File: src/rtl/serializer_pkg.sv
// Shared definitions for the parallel-to-serial converter: state encoding,
// counter sizing and word-length decoding.
package serializer_pkg;

  // Legacy-compatible state encoding.
  typedef logic [1:0] state_t;

  localparam state_t IDLE_S   = 2'd0;
  localparam state_t WORK_S   = 2'd1;
  localparam state_t PARITY_S = 2'd2;

  // One bit beyond the data_mod_i width lets the full bus width be represented.
  localparam int unsigned CNT_EXTRA_BITS = 1;

  // Width of the bits-left counter for a given bus width.
  function automatic int unsigned cnt_width(input int unsigned bus_width);
    return $clog2(bus_width) + CNT_EXTRA_BITS;
  endfunction

  // A modifier of zero selects the whole bus.
  function automatic int unsigned mod_to_len(input int unsigned mod,
                                             input int unsigned bus_width);
    return (mod == 0) ? bus_width : mod;
  endfunction

endpackage

File: src/rtl/serializer.sv
// Parallel-to-serial converter, MSB first, with a per-bit valid strobe.
// A word is taken when data_val_i is high and busy_o is low; its first bit is
// on ser_data_o the following cycle. busy_o drops during the final bit, so a
// word offered then follows with no idle gap.
// Optional build macro: SERIALIZER_PARITY_EN appends one even-parity bit after
// each word and moves back-to-back acceptance to that parity cycle.
module serializer
  import serializer_pkg::*;
#(
  parameter int unsigned DATA_BUS_WIDTH = 16,
  localparam int unsigned DATA_MOD_WIDTH = $clog2(DATA_BUS_WIDTH)
) (
  input  logic                      clk_i,
  input  logic                      srst_i,
  input  logic [DATA_BUS_WIDTH-1:0] data_i,
  input  logic [DATA_MOD_WIDTH-1:0] data_mod_i,
  input  logic                      data_val_i,
  output logic                      ser_data_o,
  output logic                      ser_data_val_o,
  output logic                      busy_o
);

  localparam int unsigned CntWidth = cnt_width(DATA_BUS_WIDTH);
  localparam int unsigned Msb      = DATA_BUS_WIDTH - 1;

  state_t                    state_q, state_d;
  logic [DATA_BUS_WIDTH-1:0] shift_q, shift_d;
  // Counts bits still to send after the one currently on the output.
  logic [CntWidth-1:0]       bits_left_q, bits_left_d;
  logic                      ser_data_q, ser_data_d;
  logic                      ser_val_q, ser_val_d;
`ifdef SERIALIZER_PARITY_EN
  logic                      parity_q, parity_d;
`endif

  logic                busy;
  logic                accept;
  logic [CntWidth-1:0] len_m1;

  assign len_m1 = CntWidth'(mod_to_len(32'(data_mod_i), DATA_BUS_WIDTH) - 1);

  // Busy while more bits (or the parity bit) remain behind the current one.
  always_comb begin
`ifdef SERIALIZER_PARITY_EN
    busy = (state_q == WORK_S);
`else
    busy = (state_q == WORK_S) && (bits_left_q != '0);
`endif
  end

  assign accept = data_val_i && !busy;

  // Next-state: load on accept, otherwise shift out and count down.
  always_comb begin
    state_d     = state_q;
    shift_d     = shift_q;
    bits_left_d = bits_left_q;
    ser_data_d  = 1'b0;
    ser_val_d   = 1'b0;
`ifdef SERIALIZER_PARITY_EN
    parity_d    = parity_q;
`endif
    if (accept) begin
      // First bit goes straight to the output register; the rest wait in shift_q.
      state_d     = WORK_S;
      shift_d     = data_i << 1;
      bits_left_d = len_m1;
      ser_data_d  = data_i[Msb];
      ser_val_d   = 1'b1;
`ifdef SERIALIZER_PARITY_EN
      parity_d    = data_i[Msb];
`endif
    end else begin
      case (state_q)
        WORK_S: begin
          if (bits_left_q != '0) begin
            ser_data_d  = shift_q[Msb];
            ser_val_d   = 1'b1;
            shift_d     = shift_q << 1;
            bits_left_d = bits_left_q - CntWidth'(1);
`ifdef SERIALIZER_PARITY_EN
            parity_d    = parity_q ^ shift_q[Msb];
`endif
          end else begin
`ifdef SERIALIZER_PARITY_EN
            state_d    = PARITY_S;
            ser_data_d = parity_q;
            ser_val_d  = 1'b1;
`else
            state_d    = IDLE_S;
`endif
          end
        end
`ifdef SERIALIZER_PARITY_EN
        PARITY_S: state_d = IDLE_S;
`endif
        default: state_d = IDLE_S;
      endcase
    end
  end

  // State and output registers with synchronous active-low reset.
  always_ff @(posedge clk_i) begin
    if (!srst_i) begin
      state_q     <= IDLE_S;
      shift_q     <= '0;
      bits_left_q <= '0;
      ser_data_q  <= 1'b0;
      ser_val_q   <= 1'b0;
`ifdef SERIALIZER_PARITY_EN
      parity_q    <= 1'b0;
`endif
    end else begin
      state_q     <= state_d;
      shift_q     <= shift_d;
      bits_left_q <= bits_left_d;
      ser_data_q  <= ser_data_d;
      ser_val_q   <= ser_val_d;
`ifdef SERIALIZER_PARITY_EN
      parity_q    <= parity_d;
`endif
    end
  end

  assign ser_data_o     = ser_data_q;
  assign ser_data_val_o = ser_val_q;
  assign busy_o         = busy;

endmodule

File: config.mk
export PLATFORM = sky130hd
export DESIGN_NAME = serializer
export DESIGN_NICKNAME = d
export VERILOG_FILES = /design/src/rtl/serializer_pkg.sv /design/src/rtl/serializer.sv
export SDC_FILE = /design/constraint.sdc
export NUM_CORES = 1
export LEC_CHECK = 0
export BUFFER_PORTS_ARGS = -buffer_cell sky130_fd_sc_hd__buf_2
export CORE_MARGIN = 10
export CORE_UTILIZATION = 35
export CTS_CLUSTER_SIZE = 16
export DETAILED_ROUTE_END_ITERATION = 6
export GPL_ROUTABILITY_DRIVEN = 0
export PLACE_DENSITY = 0.65
export SLEW_MARGIN = 20
export SYNTH_ARGS = -nofsm -noshare
export SYNTH_HDL_FRONTEND = slang
export SYNTH_SLANG_ARGS = --single-unit
export TNS_END_PERCENT = 20
File: constraint.sdc
create_clock -name clk_i -period 4.5 [get_ports clk_i]
set_input_delay 0.45 -clock clk_i [delete_from_list [all_inputs] [get_ports clk_i]]
set_output_delay 0.45 -clock clk_i [all_outputs]
set_load 0.01 [all_outputs]
==> flow_metrics.py <==
metrics = {
    "run_status": {
        "status": "finished clean",
    },
    "floorplan": {
        "die_w_um": 79.2,
        "num_rows": 21,
        "die_h_um": 79.2,
        "start_util_pct": 36.5,
        "die-area_mm2": 0.00628,
        "ioPinCount": 26,
        "core_area_mm2": 0.00336,
    },
    "grt": {
        "first_global_vias": 1097,
        "grt.total_usage_pct": 9.26,
        "antenna_found_initial": 0,
        "grt.overflow.total": 0,
        "grt_pass1_wl_mm": 4.82,
        "grt_max_degree": 34,
    },
    "power": {
        "p_comb_share_pct": 30.2,
        "total_leakage_power_nw": 0.734,
        "internal_power_w": 0.000342,
        "vdd_drop_max_uv": 218,
        "p_clk_share_pct": 19.1,
        "p_seq_share_pct": 50.7,
        "p_sw_share_pct": 33.9,
        "switchingPower_w": 0.000175,
        "power_density_mw_per_mm2": 369,
    },
    "timing": {
        "fin_crit_sh_pct": 60.0,
        "setup_tns_ns": 0,
        "slew_violations": 0,
        "clock.fmax_ghz": 0.370,
        "rsz0062_at_grt": "no",
        "fin_crit_ns": 2.70,
        "relSlewSlack_pct": 47.3,
        "fin_ws_ns": 1.80,
        "final.setup_skew_ns": 0.00294,
        "final_hold_viol_count": 0,
        "setup_violations": 0,
        "worstMarginPinSlew_ns": 0.788,
    },
    "clock_network": {
        "cts_root_buf": "clkbuf_4",
        "ctsLongestPathBuffers": 2,
        "clock-sinks": 23,
        "clk_pin_slew_ns": 0.13,
        "post-cts-setup-buffer-count": 0,
        "clock_latency_ns": 0.31,
        "cts_buffers": 3,
        "cts_resized": 0,
        "cts_tree": "built",
        "htreeDepth": 1,
        "holdBufCountCts": 0,
    },
    "synth": {
        "synth-async-reset-ratio_pct": 0,
        "yosys.area_share.simple_pct": 12.7,
        "synthXorXnorAreaFrac_pct": 0.714,
        "synth-edff-count": 0,
        "syn_nets": 157,
        "synth_fa_ha_area_share_pct": 1.02,
        "synth_compound_area_share_pct": 26.9,
        "ys.flop_type": "dfxtp_1",
        "synthCells": 133,
        "yosys.area.top_type_share_pct": 37.5,
        "ys_warn_count": 0,
        "synth_seq_cells": 23,
        "synth_top_family_by_area": "compound AO/OA/AOI/OAI gates",
        "yosysMostFrequentCell": "dfxtp_1",
        "synth_area_mm2": 0.00123,
        "seq_area_frac_synth_pct": 37.5,
        "synthTopCellsByArea": "dfxtp_1 (38%), mux2i_1 (15%), o211a_1 (11%)",
        "synthTopCellsByCount": "dfxtp_1 (23), mux2i_1 (18), nand2_1 (15)",
        "synthMuxAreaShare_pct": 15.6,
        "ys_types": 39,
        "yosysTopAreaCell": "dfxtp_1",
        "synth.avg_cell_area_um2": 9.23,
    },
    "cells_and_area": {
        "seqCellArea_um2": 460,
        "diodes": 0,
        "area_delta_synth_final_pct": 14.0,
        "multi_input_area_um2": 699,
        "drive_gt1_share_pct": 23.5,
        "fillers": 364,
        "final_nets": 178,
    },
    "critical_path": {
        "path_delay_family": "compound AO/OA/AOI/OAI gates",
        "cp_slowest_stage_delay_ns": 0.64,
        "arrival_ns": 2.25,
        "crit_type": "flop to primary output",
        "cp_num_buf_inv": 2,
        "r2r_setup_slack_ns": 1.92,
        "worstSetupStartpointType": "flop",
        "crit_chain": "or4_4, o21ai_4, inv_2, buf_2",
        "crit_slowest_cell": "o21ai_4",
        "crit_fanout": 33,
        "endpoint_kind": "primary output",
        "cp_data_required_time_ns": 4.05,
    },
    "min_path": {
        "holdCritPathClass": "input pin to flop",
    },
    "job": {
        "cap_violations": 0,
    },
    "route": {
        "drt_iter0_drc": 83,
        "remaining_drc_errors": 0,
        "wirelength_mm": 2.77,
        "routedWlPerCell_um": 13.9,
        "ant_nets": 0,
        "dr.pass1.iters": 4,
        "num_vias": 1019,
        "via_per_inst": 5.12,
    },
    "placed_design": {
        "dp_slack_ns": 1.67,
        "io_buffers": 25,
        "dp_hpwl_mm": 2.06,
    },
}
state kept, by name, summed over array words and instances (netlist names):
register        cells
state_q             1
ser_data_o          1
bits_left_q         5
ser_data_val_o      1
shift_q            15
per-layer routing:
layer	up-vias	part of all wire, %	routed length [um]	GRT usage [%]
li1	530	-	-	-
met1	464	44	1210	9.37
met2	23	49	1350	16.8
met3	2	7.3	201	4.62
met4	0	0.36	10	1.79
met5	-	0	0	0
cell type report:
class                      count  area share, %
clock buffer                   3           1.61
clock inverter                 1          0.537
timing repair buffer          25           8.94
sequential                    23           32.9
tap                           46           4.11
inverter                       7           1.88
multi-input combinational     94           50.0
power groups by stage:
stage,logic (W),registers [W],clock network [W]
after global placement,0.000150,0.000265,0
after floorplan,0.000127,0.000258,0
after global routing,0.000179,0.000267,0.000113
after CTS,0.000158,0.000262,0.000105
final,0.000156,0.000262,0.0000986
after detailed placement,0.000157,0.000267,0
per-stage QoR:
step	cells	cell area [um2]	hold WS, ns	util (%)	total power (W)
floorplan	133	1230	0.430	-	0.000385
global placement	195	1370	0.443	40.7	0.000415
detailed placement	195	1370	0.453	40.7	0.000424
CTS	199	1400	0.382	41.6	0.000525
global route	199	1400	0.399	41.6	0.000559
finish	199	1400	0.393	41.6	0.000517
worst register-to-register path: cells and delay by family (launching register included):
family | cells | cell delay (ns)
DFF | 1 | 0.39
AOI/OAI and AO/OA | 4 | 0.89
and+or+nand+nor | 2 | 0.70
adders and majority gates | 1 | 0.20
muxes | 1 | 0.19
buffers and inverters | 1 | 0.09
cells in the final DEF, fill, tap and decap left out, types with 2 or more instances in the layout:
cell / n
inv_1: 5
nand3_1: 4
nand2b_1: 3
a31oi_1: 2
clkbuf_4: 3
nor4_1: 2
nand2_1: 15
dfxtp_1: 23
inv_2: 2
o21ai_0: 3
o211a_1: 14
buf_2: 25
nor2_1: 5
mux2i_1: 18
a2111oi_0: 2
a21oi_1: 5
final timing paths:
| kind | cells after the start | startpoint | to |
|---|---|---|---|
| hold reg to reg | 2 | shift_q[15]$_SDFFE_PN0P_ | ser_data_o$_SDFF_PN0_ |
| setup reg to reg | 9 | bits_left_q[0]$_SDFFE_PN0P_ | bits_left_q[4]$_SDFFE_PN0P_ |
| setup / recovery | 4 | bits_left_q[0]$_SDFFE_PN0P_ | busy_o |
| hold / removal | 3 | data_i[15] | ser_data_o$_SDFF_PN0_ |
cells by family (layout without fill, tap and decap cells):
group / Yosys count / in the layout
flip-flops: 23 / 23
XOR/XNOR: 1 / 1
AND/OR/NAND/NOR: 33 / 33
AO/OA/AOI/OAI: 40 / 40
buffers and inverters: 16 / 36
adder cells (fa/ha/maj): 1 / 1
multiplexers: 19 / 19
Note: power is estimated with default switching activity, not from simulation.
